## config.mk

```make
export PLATFORM = sky130hd
export DESIGN_NAME = montgomery_exp_ctrl
export DESIGN_NICKNAME = d
export VERILOG_FILES = /design/src/rtl/montgomery_pkg.sv /design/src/rtl/montgomery_exp_ctrl.sv
export SDC_FILE = /design/constraint.sdc
export NUM_CORES = 1
export LEC_CHECK = 0
export CAP_MARGIN = 5
export CELL_PAD_IN_SITES_DETAIL_PLACEMENT = 1
export CELL_PAD_IN_SITES_GLOBAL_PLACEMENT = 1
export CORE_ASPECT_RATIO = 0.7
export CORE_UTILIZATION = 38
export DETAILED_ROUTE_END_ITERATION = 6
export PLACE_DENSITY_LB_ADDON = 0.1
export SLEW_MARGIN = 25
export SYNTH_ARGS = -nofsm -noshare
export SYNTH_HDL_FRONTEND = slang
export SYNTH_SLANG_ARGS = --single-unit
```

## constraint.sdc

```tcl
create_clock -name clock -period 10 [get_ports clock]
set_input_delay 3 -clock clock [delete_from_list [all_inputs] [get_ports clock]]
set_output_delay 3 -clock clock [all_outputs]
set_load 0.01 [all_outputs]
```

## src/rtl/montgomery_pkg.sv

```systemverilog
// Shared definitions for the Montgomery exponentiation controller, multiplier and wrappers.
package montgomery_pkg;

  localparam int unsigned DEFAULT_WIDTH = 32;
  localparam int unsigned DEFAULT_EXP_W = 32;

  typedef enum logic [2:0] {
    S_IDLE,
    S_SQ,
    S_WAIT_SQ,
    S_MUL,
    S_WAIT_MUL,
    S_CONV,
    S_WAIT_CONV,
    S_DONE
  } state_t;

endpackage

```

## src/rtl/montgomery_exp_ctrl.sv

```systemverilog
// Left-to-right square-and-multiply sequencer driving an external Montgomery multiplier.
// The final multiply by 1 converts the accumulator out of the Montgomery domain.
module montgomery_exp_ctrl
  import montgomery_pkg::*;
#(
  parameter int unsigned WIDTH = DEFAULT_WIDTH,
  parameter int unsigned EXP_W = DEFAULT_EXP_W
) (
  input  logic             clock,
  input  logic             reset,
  input  logic             start,
  input  logic [WIDTH-1:0] base_m,
  input  logic [WIDTH-1:0] one_m,
  input  logic [EXP_W-1:0] exponent,
  output logic             busy,
  output logic             done,
  output logic [WIDTH-1:0] result,
  output logic             mm_start,
  output logic [WIDTH-1:0] mm_a,
  output logic [WIDTH-1:0] mm_b,
  input  logic             mm_done,
  input  logic [WIDTH-1:0] mm_result
);

  localparam int unsigned IDX_W = (EXP_W > 1) ? $clog2(EXP_W) : 1;

  state_t             state;
  logic [WIDTH-1:0]   acc;
  logic [WIDTH-1:0]   x;
  logic [EXP_W-1:0]   e;
  logic [IDX_W-1:0]   idx;
  logic               last_bit;

  assign last_bit = (idx == '0);

  // Controller state, datapath registers and registered outputs.
  always_ff @(posedge clock or posedge reset) begin
    if (reset) begin
      state    <= S_IDLE;
      busy     <= 1'b0;
      done     <= 1'b0;
      result   <= '0;
      mm_start <= 1'b0;
      mm_a     <= '0;
      mm_b     <= '0;
      acc      <= '0;
      x        <= '0;
      e        <= '0;
      idx      <= '0;
    end else begin
      mm_start <= 1'b0;
      done     <= 1'b0;
      case (state)
        S_IDLE: begin
          if (start) begin
            x     <= base_m;
            acc   <= one_m;
            e     <= exponent;
            idx   <= IDX_W'(EXP_W - 1);
            busy  <= 1'b1;
            state <= S_SQ;
          end
        end
        S_SQ: begin
          mm_start <= 1'b1;
          mm_a     <= acc;
          mm_b     <= acc;
          state    <= S_WAIT_SQ;
        end
        S_WAIT_SQ: begin
          if (mm_done) begin
            acc <= mm_result;
            if (e[idx]) begin
              state <= S_MUL;
            end else if (last_bit) begin
              state <= S_CONV;
            end else begin
              idx   <= idx - IDX_W'(1);
              state <= S_SQ;
            end
          end
        end
        S_MUL: begin
          mm_start <= 1'b1;
          mm_a     <= acc;
          mm_b     <= x;
          state    <= S_WAIT_MUL;
        end
        S_WAIT_MUL: begin
          if (mm_done) begin
            acc <= mm_result;
            if (last_bit) begin
              state <= S_CONV;
            end else begin
              idx   <= idx - IDX_W'(1);
              state <= S_SQ;
            end
          end
        end
        S_CONV: begin
          mm_start <= 1'b1;
          mm_a     <= acc;
          mm_b     <= WIDTH'(1);
          state    <= S_WAIT_CONV;
        end
        S_WAIT_CONV: begin
          if (mm_done) begin
            result <= mm_result;
            busy   <= 1'b0;
            done   <= 1'b1;
            state  <= S_DONE;
          end
        end
        S_DONE: begin
          state <= S_IDLE;
        end
        default: begin
          state <= S_IDLE;
        end
      endcase
    end
  end

endmodule

```

[After elaboration in Yosys (flattened, before gate mapping)]
Index checks and enable logic that the tools add are counted.
Word-level totals
  bits in registers: 203
  bits in latches: 0
  RAM bits: 0
  bits in read-only memories: 0
  input bits: 132
  output and inout bits: 99
  logic and storage cells: 65
  memories kept: 0
Operators by class
  add/sub/neg operators: 1
  $mul: 0
  div/mod/pow operators: 0
  order comparisons: 1
  equality and inequality tests: 13
  shift operators: 0
  muxes and demuxes: 25
  bitwise gates (word level): 0
  reduce and logical (&&, ||, !) cells: 14
Operators by type and width (number)
  32-bit case mux with 3 select lines: 1
  32-bit 2-to-1 mux: 2
  32-bit case mux with 2 select lines: 1
  5-bit 2-to-1 mux: 5
  3-bit case mux with 8 select lines: 1
  3-bit 2-to-1 mux: 6
  5-bit case mux with 3 select lines: 1
  3-bit equality test (second input constant): 4
  2-bit inequality test (second input constant): 5
  3-bit by 2-bit equality test with 1-bit output (second input constant): 2
  5-bit by 6-bit < comparator with 1-bit output (second input constant): 1
  1-bit 2-to-1 mux: 6
  3-bit AND reduction: 2
  3-bit nonzero test: 2
  1-bit binary-select mux with 5-bit select: 1
  5-bit logical NOT: 1
  5-bit AND reduction: 1
  5-bit by 1-bit subtractor with 5-bit output (second input constant): 1
  2-bit AND reduction: 2
  4-bit AND reduction: 1
  2-bit nonzero test: 2
  3-bit by 1-bit equality test with 1-bit output (second input constant): 1
  3-bit logical NOT: 1
  3-bit OR reduction: 1
  3 further kinds: 3

[Logic depth before layout (Yosys ltp)]
  depth in word-level cells: 5
  depth in mapped cells: 8
  mapped depth without buffers: 7

[Least setup slack after synthesis]
Ideal clock, no wire load.
  path kind: input to register
  start point: in start
  end point: reg e[0]
  setup time: 0.125 ns
  arrival time: 4.372 ns
  required time: 9.875 ns
  setup slack: 5.503 ns
  stages on the path: 6
  buffers on the path: 2
  cells stage by stage: nor2b_1 -> nand2b_1 -> nor2_1 -> clkbuf_1 -> clkbuf_1 -> mux2_2
On the way
  cells in the longest elaborated chain, start to end: 1
RTL lines
  from (decl): RTL line montgomery_exp_ctrl.sv:11  | input logic start,
  2-bit AND reduction (no line)
  to (signal assigned): RTL line montgomery_exp_ctrl.sv:58  | e <= exponent;
  to (decl): RTL line montgomery_exp_ctrl.sv:30  | logic [EXP_W-1:0] e;
No other way between the ends.
A chain may end at the register's enable or synchronous reset.

[Worst setup path in the final report]
  start point: in start
  end point: reg e[31]
The elaborated chain is that of the path after synthesis.

==> results.cfg <==
[place]
gp_congestion = 0.7813
dp_hpwl_um = 17330
placed_area_mm2 = 0.01114
io_buffers = 230

[yosys]
synthCells = 714
yosysSeqAreaShare = 0.5934
syn_nets = 848
synth_area_leader_cell = dfrtp_1
syn_area_per_cell_um2 = 11.99
yosys-top-cells-count = dfrtp_1, nand2_1, mux2_2
ys_types = 41
yosysMostFrequentCell = dfrtp_1
synthFlopType = dfrtp_1
async_flop_share = 1.000
syn_area_mm2 = 0.008561
yosys-top-cells-area = dfrtp_1, mux2_2, mux2i_1, nand2_1, a21oi_1
yosys_warnings = 0
synth_seq_cells = 203
yosys.area.top_type_share = 0.5934
synth_edf_count = 0

[global_route]
antenna_found_initial = 0
track_usage = 0.2203
grt_pass1_vias = 6907
grt_overflow = 0
grt_pass1_wl_um = 39540
grt_start_max_net_pins = 124

[layout]
antenna_cells = 0
syn_to_final_growth_pct = 37.84
final_core_util = 0.5388
nets = 1067
drive_above_1_share = 0.1622
final_area_mm2 = 0.01180

[floorplan]
start_util = 0.3909
pin_count = 231
num_rows = 45
fp.dieW_um = 181.4
coreArea_mm2 = 0.02190
die-height_um = 127.6
die_area_mm2 = 0.02314

[critical_path]
cp.required_ps = 10370
regToRegSetupSlack_ps = 6780
cpMaxStageDelayCell = nor2_4
crit_path_max_fanout = 40
setup.worst_path.start_class = input pin
r2r_cells = 6
worstSetupPathType = input pin to register
rr_startpoint = state[1]$_DFFE_PP0P_
path_cells = clkdlybuf4s50_1 -> nor2b_1 -> nand2b_1 -> nor2_4 -> buf_4 -> mux2_2
startpoint = start
reg2reg_to = acc[12]$_DFFE_PP0P_
max_stage_delay_ps = 650
worstPathArrival_ps = 5500
end_kind = register

[routing]
drt-initial-drc-count = 328
firstDrtPassIters = 4
drc = 0
vias_per_cell = 5.169
antenna_left = 0
wl_um = 25170
routedWlPerCell_um = 20.55
vias = 6332

[clocking]
clock_sinks = 203
cts_resized = 0
postCtsSetupBuffers = 0
postCtsHoldBufs = 0
clockBufferDepth = 3
cts_buffers = 21
cts_tree = done
root_buffer = clkbuf_16
htree_num_levels = 1
insertion_delay_ps = 490
clk_pin_slew_ps = 60

[power]
power.share.sequential = 0.384
report.power.total_w = 0.003880
p_clk_frac = 0.196
p_leak_nw = 5.071
p_per_area_mw_per_mm2 = 328.8
vdd_drop_max_mv = 0.1222
internal_power_w = 0.002534
power_frac_comb = 0.420
switchingPower_w = 0.001346
swShare = 0.3468

[job]
cap_violations = 0

[timing]
post-route-min-period_ps = 5128
post-route-period-util = 0.5128
setup_viol = 0
max_freq_mhz = 195.0
slew_viol_final = 0
finalHoldViolations = 0
setup_tns_ps = 0
rsz0062_at_grt = false
tightest_slew_ps = 907.0
skew_ps = 8.276
slew_headroom = 0.3954

[status]
outcome = completed

[hold_path]
min_path_type = register to register
hp-start = result[1]$_DFFE_PP0P_
min_to = result[1]$_DFFE_PP0P_
hold-path-cell-count = 2
-- cell usage in the layout, fill, tap and decap left out, drive strengths merged, types with 3 or more instances in the layout --
cell | netlist | layout
inv | 7 | 7
dfrtp | 203 | 203
mux2i | 67 | 67
clkdlybuf4s50 | 0 | 230
a211oi | 3 | 3
nand3 | 3 | 3
nand2b | 7 | 7
mux2 | 103 | 103
o21ai | 34 | 34
o22ai | 3 | 3
nand2 | 134 | 134
a21oi | 35 | 35
nor2 | 41 | 41
clkbuf | 33 | 31
mux4 | 4 | 4
buf | 10 | 9
-- kinds of logic (layout without fill, tap and decap cells) --
logic type | count (synthesis) | in the layout | synth area share
and+or+nand+nor | 192 | 192 | 0.08930
xor gates and xnor gates | 1 | 1 | 0.001023
buffers and inverters | 51 | 280 | 0.02368
DFF | 203 | 203 | 0.5934
adders and majority gates | 2 | 2 | 0.002923
AOI/OAI and AO/OA | 91 | 91 | 0.06358
muxes | 174 | 174 | 0.2261
-- power by group through the flow --
stage	registers [W]	logic (W)	clock network [W]
global route	0.00154	0.00177	0.000808
detailed placement	0.00150	0.00164	0
floorplan	0.00149	0.000888	0
global placement	0.00147	0.00157	0
CTS	0.00149	0.00165	0.000778
finish	0.00149	0.00163	0.000761
-- flip-flops by register name, indices dropped and copies added (netlist names), 3 cells and up --
| register | flops |
|---|---|
| mm_b | 32 |
| mm_a | 32 |
| result | 32 |
| idx | 5 |
| state | 3 |
| acc | 32 |
| e | 32 |
| x | 32 |
-- through the flow --
stage / hold slack, ps / cells / setup slack, ps
2_1_floorplan: 472.0 / 714 / 1461
3_3_place_gp: 459.1 / 1191 / 4432
3_5_place_dp: 465.0 / 1191 / 4323
4_1_cts: 478.1 / 1224 / 4823
5_1_grt: 504.3 / 1225 / 4714
6_report: 474.5 / 1225 / 4872
-- critical path: cells and delay by family --
kind	cells	cell delay [ps]
buf+inv	2	1080
simple gates	3	970
mux	1	410
-- layer usage --
layer / vias up / global-route usage / part of all wire
li1: 2883 / - / -
met1: 3236 / 0.3064 / 0.47
met2: 177 / 0.3511 / 0.45
met3: 36 / 0.05217 / 0.059
met4: 0 / 0.04835 / 0.020
met5: - / 0 / 0
-- worst max path at each step --
stage                              end  slack [ps]
CTS                  e[31]$_DFFE_PP0P_        4820
detailed placement   e[31]$_DFFE_PP0P_        4320
global placement     e[27]$_DFFE_PP0P_        4430
finish               e[31]$_DFFE_PP0P_        4870
global route         e[18]$_DFFE_PP0P_        4710
floorplan           acc[0]$_DFFE_PP0P_        1460
-- layout make-up --
class,instances,area (um^2)
Fill cell,2263,10100
Sequential cell,203,5081
Multi-Input combinational cell,460,3303
Timing Repair Buffer,239,2377
Clock buffer,31,613.1
Tap cell,282,352.8
Inverter,8,37.54
Clock inverter,2,35.03
Power figures use the tool's default switching activity.
